**config.mk**
```make
export PLATFORM = sky130hd
export DESIGN_NAME = store_unit_rmw_flat
export DESIGN_NICKNAME = d
export VERILOG_FILES = /design/src/rtl/store_unit_rmw_if.sv /design/src/rtl/store_unit_rmw.sv /design/src/flat_wrapper.sv
export SDC_FILE = /design/constraint.sdc
export NUM_CORES = 1
export LEC_CHECK = 0
export ABC_AREA = 1
export BUFFER_PORTS_ARGS = -buffer_cell sky130_fd_sc_hd__buf_2
export CAP_MARGIN = 10
export CORE_MARGIN = 4
export CORE_UTILIZATION = 30
export CTS_CLUSTER_DIAMETER = 100
export DETAILED_ROUTE_END_ITERATION = 7
export GPL_ROUTABILITY_DRIVEN = 0
export SYNTH_ARGS = -nofsm -noshare
export SYNTH_HDL_FRONTEND = slang
export SYNTH_SLANG_ARGS = --single-unit
```
**constraint.sdc**
```tcl
create_clock -name clk -period 3.3 [get_ports clk]
set_input_delay 0.33 -clock clk [delete_from_list [all_inputs] [get_ports clk]]
set_output_delay 0.33 -clock clk [all_outputs]
set_load 0.1 [all_outputs]
```
**src/rtl/store_unit_rmw_if.sv**
```systemverilog
// store_unit_rmw_if
// Groups the request side (datapath store path) and the data-memory port of
// the store unit into one bundle.
//   start/store_signal/addr/regData : store request, driven by the datapath
//   busy/done/misaligned            : status back to the controller
//   mem_addr/mem_rd_en/mem_rd_data  : word read port of the data memory
//   mem_wr_en/mem_wr_data           : word write port of the data memory
// Modports:
//   master : the datapath/memory side (drives requests and read data)
//   slave  : the store unit itself
`timescale 1ns/1ps
interface store_unit_rmw_if #(
    parameter int ADDR_W = 32
) ();
    logic              start;
    logic [1:0]        store_signal;
    logic [ADDR_W-1:0] addr;
    logic [31:0]       regData;
    logic              busy;
    logic              done;
    logic              misaligned;
    logic [ADDR_W-1:0] mem_addr;
    logic              mem_rd_en;
    logic [31:0]       mem_rd_data;
    logic              mem_wr_en;
    logic [31:0]       mem_wr_data;

    modport master (
        output start, store_signal, addr, regData, mem_rd_data,
        input  busy, done, misaligned, mem_addr, mem_rd_en, mem_wr_en, mem_wr_data
    );

    modport slave (
        input  start, store_signal, addr, regData, mem_rd_data,
        output busy, done, misaligned, mem_addr, mem_rd_en, mem_wr_en, mem_wr_data
    );
endinterface

```
**src/rtl/store_unit_rmw.sv**
```systemverilog
// store_unit_rmw
// Turns a register value plus a store-type code into a write to a word-wide
// data memory. sw is written directly; sh and sb read the addressed word
// first and merge the new bytes in, so the untouched bytes survive.
// Ports:
//   clk   : system clock, rising edge
//   reset : asynchronous, active-high reset
//   bus   : store_unit_rmw_if.slave (request, status and memory port)
// store_signal: 00=sw, 01=sh, 10=sb, 11=no-op.
// Parameters:
//   READ_LATENCY : cycles from the mem_rd_en cycle to valid mem_rd_data (1..4)
//   ADDR_W       : byte address width
`timescale 1ns/1ps
module store_unit_rmw #(
    parameter int READ_LATENCY = 1,
    parameter int ADDR_W       = 32
) (
    input  logic             clk,
    input  logic             reset,
    store_unit_rmw_if.slave  bus
);
    typedef enum logic [2:0] {
        IDLE  = 3'd0,
        READ  = 3'd1,
        WAIT  = 3'd2,
        WRITE = 3'd3,
        DONE  = 3'd4
    } state_t;

    localparam logic [1:0] SIG_SW   = 2'b00;
    localparam logic [1:0] SIG_SH   = 2'b01;
    localparam logic [1:0] SIG_SB   = 2'b10;
    localparam logic [1:0] SIG_NOP  = 2'b11;
    localparam logic [1:0] WAIT_INIT = 2'(READ_LATENCY - 1);

    state_t            stateReg, stateNext;
    logic [1:0]        sigReg;
    logic [ADDR_W-1:0] addrReg;
    logic [31:0]       dataReg;
    logic [31:0]       oldWordReg;
    logic [1:0]        waitCntReg;
    logic              misalignedReg;

    logic              acceptStart;
    logic              reqMisaligned;
    logic [31:0]       mergedWord;

    logic              busyNext;
    logic              doneNext;
    logic              misalignedOut;
    logic              rdEnNext;
    logic              wrEnNext;
    logic [31:0]       wrDataNext;

    // Only IDLE listens to start, so a start in any other state cannot touch
    // the latched request.
    assign acceptStart   = (stateReg == IDLE) && bus.start;
    assign reqMisaligned = ((bus.store_signal == SIG_SH) && bus.addr[0]) ||
                           ((bus.store_signal == SIG_SW) && (bus.addr[1:0] != 2'b00));

    always_ff @(posedge clk or posedge reset) begin
        if (reset) begin
            stateReg      <= IDLE;
            sigReg        <= 2'b00;
            addrReg       <= '0;
            dataReg       <= 32'd0;
            oldWordReg    <= 32'd0;
            waitCntReg    <= 2'd0;
            misalignedReg <= 1'b0;
        end else begin
            stateReg <= stateNext;
            if (acceptStart) begin
                sigReg        <= bus.store_signal;
                addrReg       <= bus.addr;
                dataReg       <= bus.regData;
                misalignedReg <= reqMisaligned;
            end
            if (stateReg == READ) begin
                waitCntReg <= WAIT_INIT;
            end else if ((stateReg == WAIT) && (waitCntReg != 2'd0)) begin
                waitCntReg <= waitCntReg - 2'd1;
            end
            // The read word is valid in the last WAIT cycle.
            if ((stateReg == WAIT) && (waitCntReg == 2'd0)) begin
                oldWordReg <= bus.mem_rd_data;
            end
        end
    end

    // Per-byte merge: each lane takes either its new byte or the old byte.
    // sh repeats the low halfword into both halves, sb repeats the low byte
    // into all four lanes; the lane select picks the one that is written.
    generate
        for (genvar gi = 0; gi < 4; gi++) begin : g_lane
            logic       laneSel;
            logic [7:0] laneSrc;
            always_comb begin
                laneSel = 1'b0;
                laneSrc = dataReg[gi*8 +: 8];
                case (sigReg)
                    SIG_SW: begin
                        laneSel = 1'b1;
                        laneSrc = dataReg[gi*8 +: 8];
                    end
                    SIG_SH: begin
                        laneSel = (addrReg[1] == 1'(gi / 2));
                        laneSrc = dataReg[(gi % 2)*8 +: 8];
                    end
                    SIG_SB: begin
                        laneSel = (addrReg[1:0] == 2'(gi));
                        laneSrc = dataReg[7:0];
                    end
                    default: begin
                        laneSel = 1'b0;
                        laneSrc = dataReg[gi*8 +: 8];
                    end
                endcase
            end
            assign mergedWord[gi*8 +: 8] = laneSel ? laneSrc : oldWordReg[gi*8 +: 8];
        end
    endgenerate

    always_comb begin
        stateNext     = stateReg;
        busyNext      = 1'b0;
        doneNext      = 1'b0;
        misalignedOut = 1'b0;
        rdEnNext      = 1'b0;
        wrEnNext      = 1'b0;
        wrDataNext    = 32'd0;
        case (stateReg)
            IDLE: begin
                if (bus.start) begin
                    if (reqMisaligned || (bus.store_signal == SIG_NOP)) begin
                        stateNext = DONE;
                    end else if (bus.store_signal == SIG_SW) begin
                        stateNext = WRITE;
                    end else begin
                        stateNext = READ;
                    end
                end
            end
            READ: begin
                busyNext  = 1'b1;
                rdEnNext  = 1'b1;
                stateNext = WAIT;
            end
            WAIT: begin
                busyNext = 1'b1;
                if (waitCntReg == 2'd0) begin
                    stateNext = WRITE;
                end
            end
            WRITE: begin
                busyNext   = 1'b1;
                wrEnNext   = 1'b1;
                wrDataNext = mergedWord;
                stateNext  = DONE;
            end
            DONE: begin
                busyNext      = 1'b1;
                doneNext      = 1'b1;
                misalignedOut = misalignedReg;
                stateNext     = IDLE;
            end
            default: begin
                stateNext = IDLE;
            end
        endcase
    end

    // Outputs decode straight from the state register, so an asynchronous
    // reset drops the strobes at once.
    assign bus.busy        = busyNext;
    assign bus.done        = doneNext;
    assign bus.misaligned  = misalignedOut;
    assign bus.mem_rd_en   = rdEnNext;
    assign bus.mem_wr_en   = wrEnNext;
    assign bus.mem_wr_data = wrDataNext;
    assign bus.mem_addr    = {addrReg[ADDR_W-1:2], 2'b00};
endmodule

```
**src/flat_wrapper.sv**
```systemverilog
// flat-port wrapper written by rule: the top's interface ports become plain ports
module store_unit_rmw_flat 
#(
    parameter int READ_LATENCY = 1,
    parameter int ADDR_W       = 32
)
  (clk, reset, bus_start, bus_store_signal, bus_addr, bus_regData, bus_mem_rd_data, bus_busy, bus_done, bus_misaligned, bus_mem_addr, bus_mem_rd_en, bus_mem_wr_en, bus_mem_wr_data);
  store_unit_rmw_if #(.ADDR_W(ADDR_W)) bus_i ();
  input  logic clk;
  input  logic reset;
  input wire logic [$bits(bus_i.start)-1:0] bus_start;
  input wire logic [$bits(bus_i.store_signal)-1:0] bus_store_signal;
  input wire logic [$bits(bus_i.addr)-1:0] bus_addr;
  input wire logic [$bits(bus_i.regData)-1:0] bus_regData;
  input wire logic [$bits(bus_i.mem_rd_data)-1:0] bus_mem_rd_data;
  output wire logic [$bits(bus_i.busy)-1:0] bus_busy;
  output wire logic [$bits(bus_i.done)-1:0] bus_done;
  output wire logic [$bits(bus_i.misaligned)-1:0] bus_misaligned;
  output wire logic [$bits(bus_i.mem_addr)-1:0] bus_mem_addr;
  output wire logic [$bits(bus_i.mem_rd_en)-1:0] bus_mem_rd_en;
  output wire logic [$bits(bus_i.mem_wr_en)-1:0] bus_mem_wr_en;
  output wire logic [$bits(bus_i.mem_wr_data)-1:0] bus_mem_wr_data;
  assign bus_i.start = bus_start;
  assign bus_i.store_signal = bus_store_signal;
  assign bus_i.addr = bus_addr;
  assign bus_i.regData = bus_regData;
  assign bus_i.mem_rd_data = bus_mem_rd_data;
  assign bus_busy = bus_i.busy;
  assign bus_done = bus_i.done;
  assign bus_misaligned = bus_i.misaligned;
  assign bus_mem_addr = bus_i.mem_addr;
  assign bus_mem_rd_en = bus_i.mem_rd_en;
  assign bus_mem_wr_en = bus_i.mem_wr_en;
  assign bus_mem_wr_data = bus_i.mem_wr_data;
  store_unit_rmw #(.READ_LATENCY(READ_LATENCY), .ADDR_W(ADDR_W)) u_core (.clk(clk), .reset(reset), .bus(bus_i));
endmodule
```
==> summary.txt <==
Die
  • Die area: 21010 um^2
  • Initial core utilization: 30.91%
  • CORE AREA: 18210 um^2
  • Die X: 145.0 um
  • Die H: 145.0 um
  • Ports: 170
  • FP Rows: 49

STA
  • Max-slew violations: 0
  • Clock Skews: 0.007688 ns
  • Fin. Hold Viols: 0
  • Fin Hold WS: 0.09724 ns
  • Final worst slack: 0.3024 ns
  • Fmax: 333.6 MHz
  • Period minus WS final: 2.998 ns
  • Final worst-path cycle share: 90.84%
  • Rel. slew slack: 38.66%
  • Final setup vio count: 0
  • RSZ-0062 raised after global routing: no
  • Worst-margin pin slew: 0.9200 ns
  • Fin Setup TNS: 0 ns

Clocking
  • CTS Buffer Depth: 2
  • TritonCTS Buffers: 9
  • Clock transition at path regs: 0.07 ns
  • Post-cts resize count: 0
  • Root Buffer: clkbuf_16
  • CTS sink count: 104
  • # Post-CTS Setup Buffers: 0
  • CTS tree: done
  • H-tree levels: 3
  • Hold_buf cts: 0
  • Clk_lat worst skew: 0.35 ns

Setup path
  • Worst Path Required: 2.97 ns
  • Worst R2R Setup Slack: 1.33 ns
  • CP delay by family, top: adder cells
  • Startpoint class of the critical path: flop
  • Crit-path cells: inv_1 -> ha_1 -> a21oi_1 -> nand3_1 -> nand2_1 -> nor2_1 -> buf_2
  • Setup crit end kind: primary output
  • CP Class: flop to primary output
  • Slowest cell delay on critical path: 0.90 ns
  • CP Max Fanout: 32
  • Slowest cell on crit path: ha_1
  • Crit path DAT: 2.67 ns
  • CP bufs+invs: 2

Global route
  • GRT overflow: 0
  • Initial antenna violation count: 5
  • GRT Overall Usage: 15.34%
  • Largest net degree at the start of global routing: 58
  • Vias in the first global route: 5118
  • First-pass GRT wire length: 26310 um

Synthesis
  • Synth Register Bits: 104
  • Ranking of synthesized cells by area: dfrtp_1 46%, nand2_1 15%, o21ai_0 6.8%
  • Post-synth EDFFs: 0
  • Synth cell types: 25
  • Top-count cell post-synth: nand2_1
  • Post-synth ARST share: 100.0%
  • Synthesized area: 5628 um^2
  • Synth top area share: 46.24%
  • Area leader, netlist: dfrtp_1
  • Ys Warns: 0
  • Sequential share of the synthesized area: 46.24%
  • Mean post-synth cell area: 7.605 um^2
  • Synth cell count leaders: 226 x nand2_1, 104 x dfrtp_1, 77 x o21ai_0
  • Post-synth top flop: dfrtp_1
  • Synthesized instance count: 740

Worst hold path
  • HP Class: input pin to asynchronous set/reset pin

Run status
  • Outcome: completed

Place
  • DP Area: 6280 um^2
  • Port-buffer cells: 167
  • Setup WS pre-CTS: 0.6828 ns
  • HPWL Detailed: 11780 um

Routing
  • Met3 WL: 1302 um
  • Metal-1 WL: 6862 um
  • Routed WL: 16050 um
  • Post-route DRC: 0
  • WL/cell: 14.77 um
  • Post-DRT Antenna Nets: 0
  • Vias per std cell: 4.522
  • 1st-iter DRT viols: 255
  • Via count: 4915
  • DRT Pass-1 Iters: 4
  • Top Metal Used: met5
  • Met2 Routed Length: 7643 um

Job
  • Max cap viols: 0

Finish
  • Fillcell total: 1951
  • Fin nets: 955
  • Syn-to-layout area delta: 16.81%
  • Fin area: 6574 um^2
  • Layout cell share with drive strength beyond 1: 24.36%
layout make-up:
| class | count | area, um^2 | area share, % |
|---|---|---|---|
| Clock buffer | 10 | 239.0 | 3.635 |
| Multi-Input combinational cell | 497 | 2252 | 34.26 |
| Clock inverter | 6 | 45.04 | 0.6852 |
| Inverter | 64 | 245.2 | 3.730 |
| Tap cell | 229 | 286.5 | 4.359 |
| Sequential cell | 104 | 2603 | 39.59 |
| Timing Repair Buffer | 173 | 893.4 | 13.59 |
| Antenna cell | 4 | 10.01 | 0.1523 |
layout by cell type, fill, tap and decap left out, types with 4 or more instances in the layout:
master     count
buf_2        167
o21ai_0       77
a21oi_1       41
nand2_2        5
buf_4          5
clkbuf_16      9
inv_1         59
diode_2        4
o21a_1         8
nand3_1       60
nand2_1      226
nor2_1        62
dfrtp_1      104
ha_1           5
sequential cells by signal (all words and copies together) (netlist names):
register / count
u_core.dataReg: 32
u_core.oldWordReg: 32
u_core.stateReg: 3
u_core.waitCntReg: 2
u_core.sigReg: 2
u_core.addrReg: 32
u_core.misalignedReg: 1
metrics by stage:
step / instances / utilization (%)
floorplan: 741 / -
global placement: 1067 / 34.49
detailed placement: 1067 / 34.49
CTS: 1083 / 36.05
global route: 1086 / 36.09
finish: 1087 / 36.10
per-layer routing:
layer | vias up | track usage, %
met5 | - | 0
li1 | 2513 | -
met4 | 4 | 3.515
met3 | 18 | 5.987
met2 | 144 | 25.75
met1 | 2236 | 18.76
path summary, 6_finish.rpt:
kind / startpoint / cells past startpoint / endpoint
max: u_core.sigReg[0] / 7 / bus_mem_wr_data[18]
min: reset / 2 / u_core.addrReg[23]
max reg2reg: u_core.stateReg[0] / 6 / u_core.dataReg[7]
min reg2reg: u_core.oldWordReg[5] / 2 / u_core.oldWordReg[5]
max in group asynchronous: reset / 3 / u_core.dataReg[29]
min in group clk: bus_addr[15] / 3 / u_core.addrReg[15]
logic make-up (layout without fill, tap and decap cells):
group	after synthesis	in the layout	synth area share, %
compound gates	129	129	12.09
fa+ha+maj	5	5	1.112
buf+inv	140	253	13.85
flops	104	104	46.24
other cells	1	6	0.06663
simple gates	361	361	26.63
Power is not shown: default switching activity piles up to over one toggle a cycle in this logic, so the estimate is an artifact.
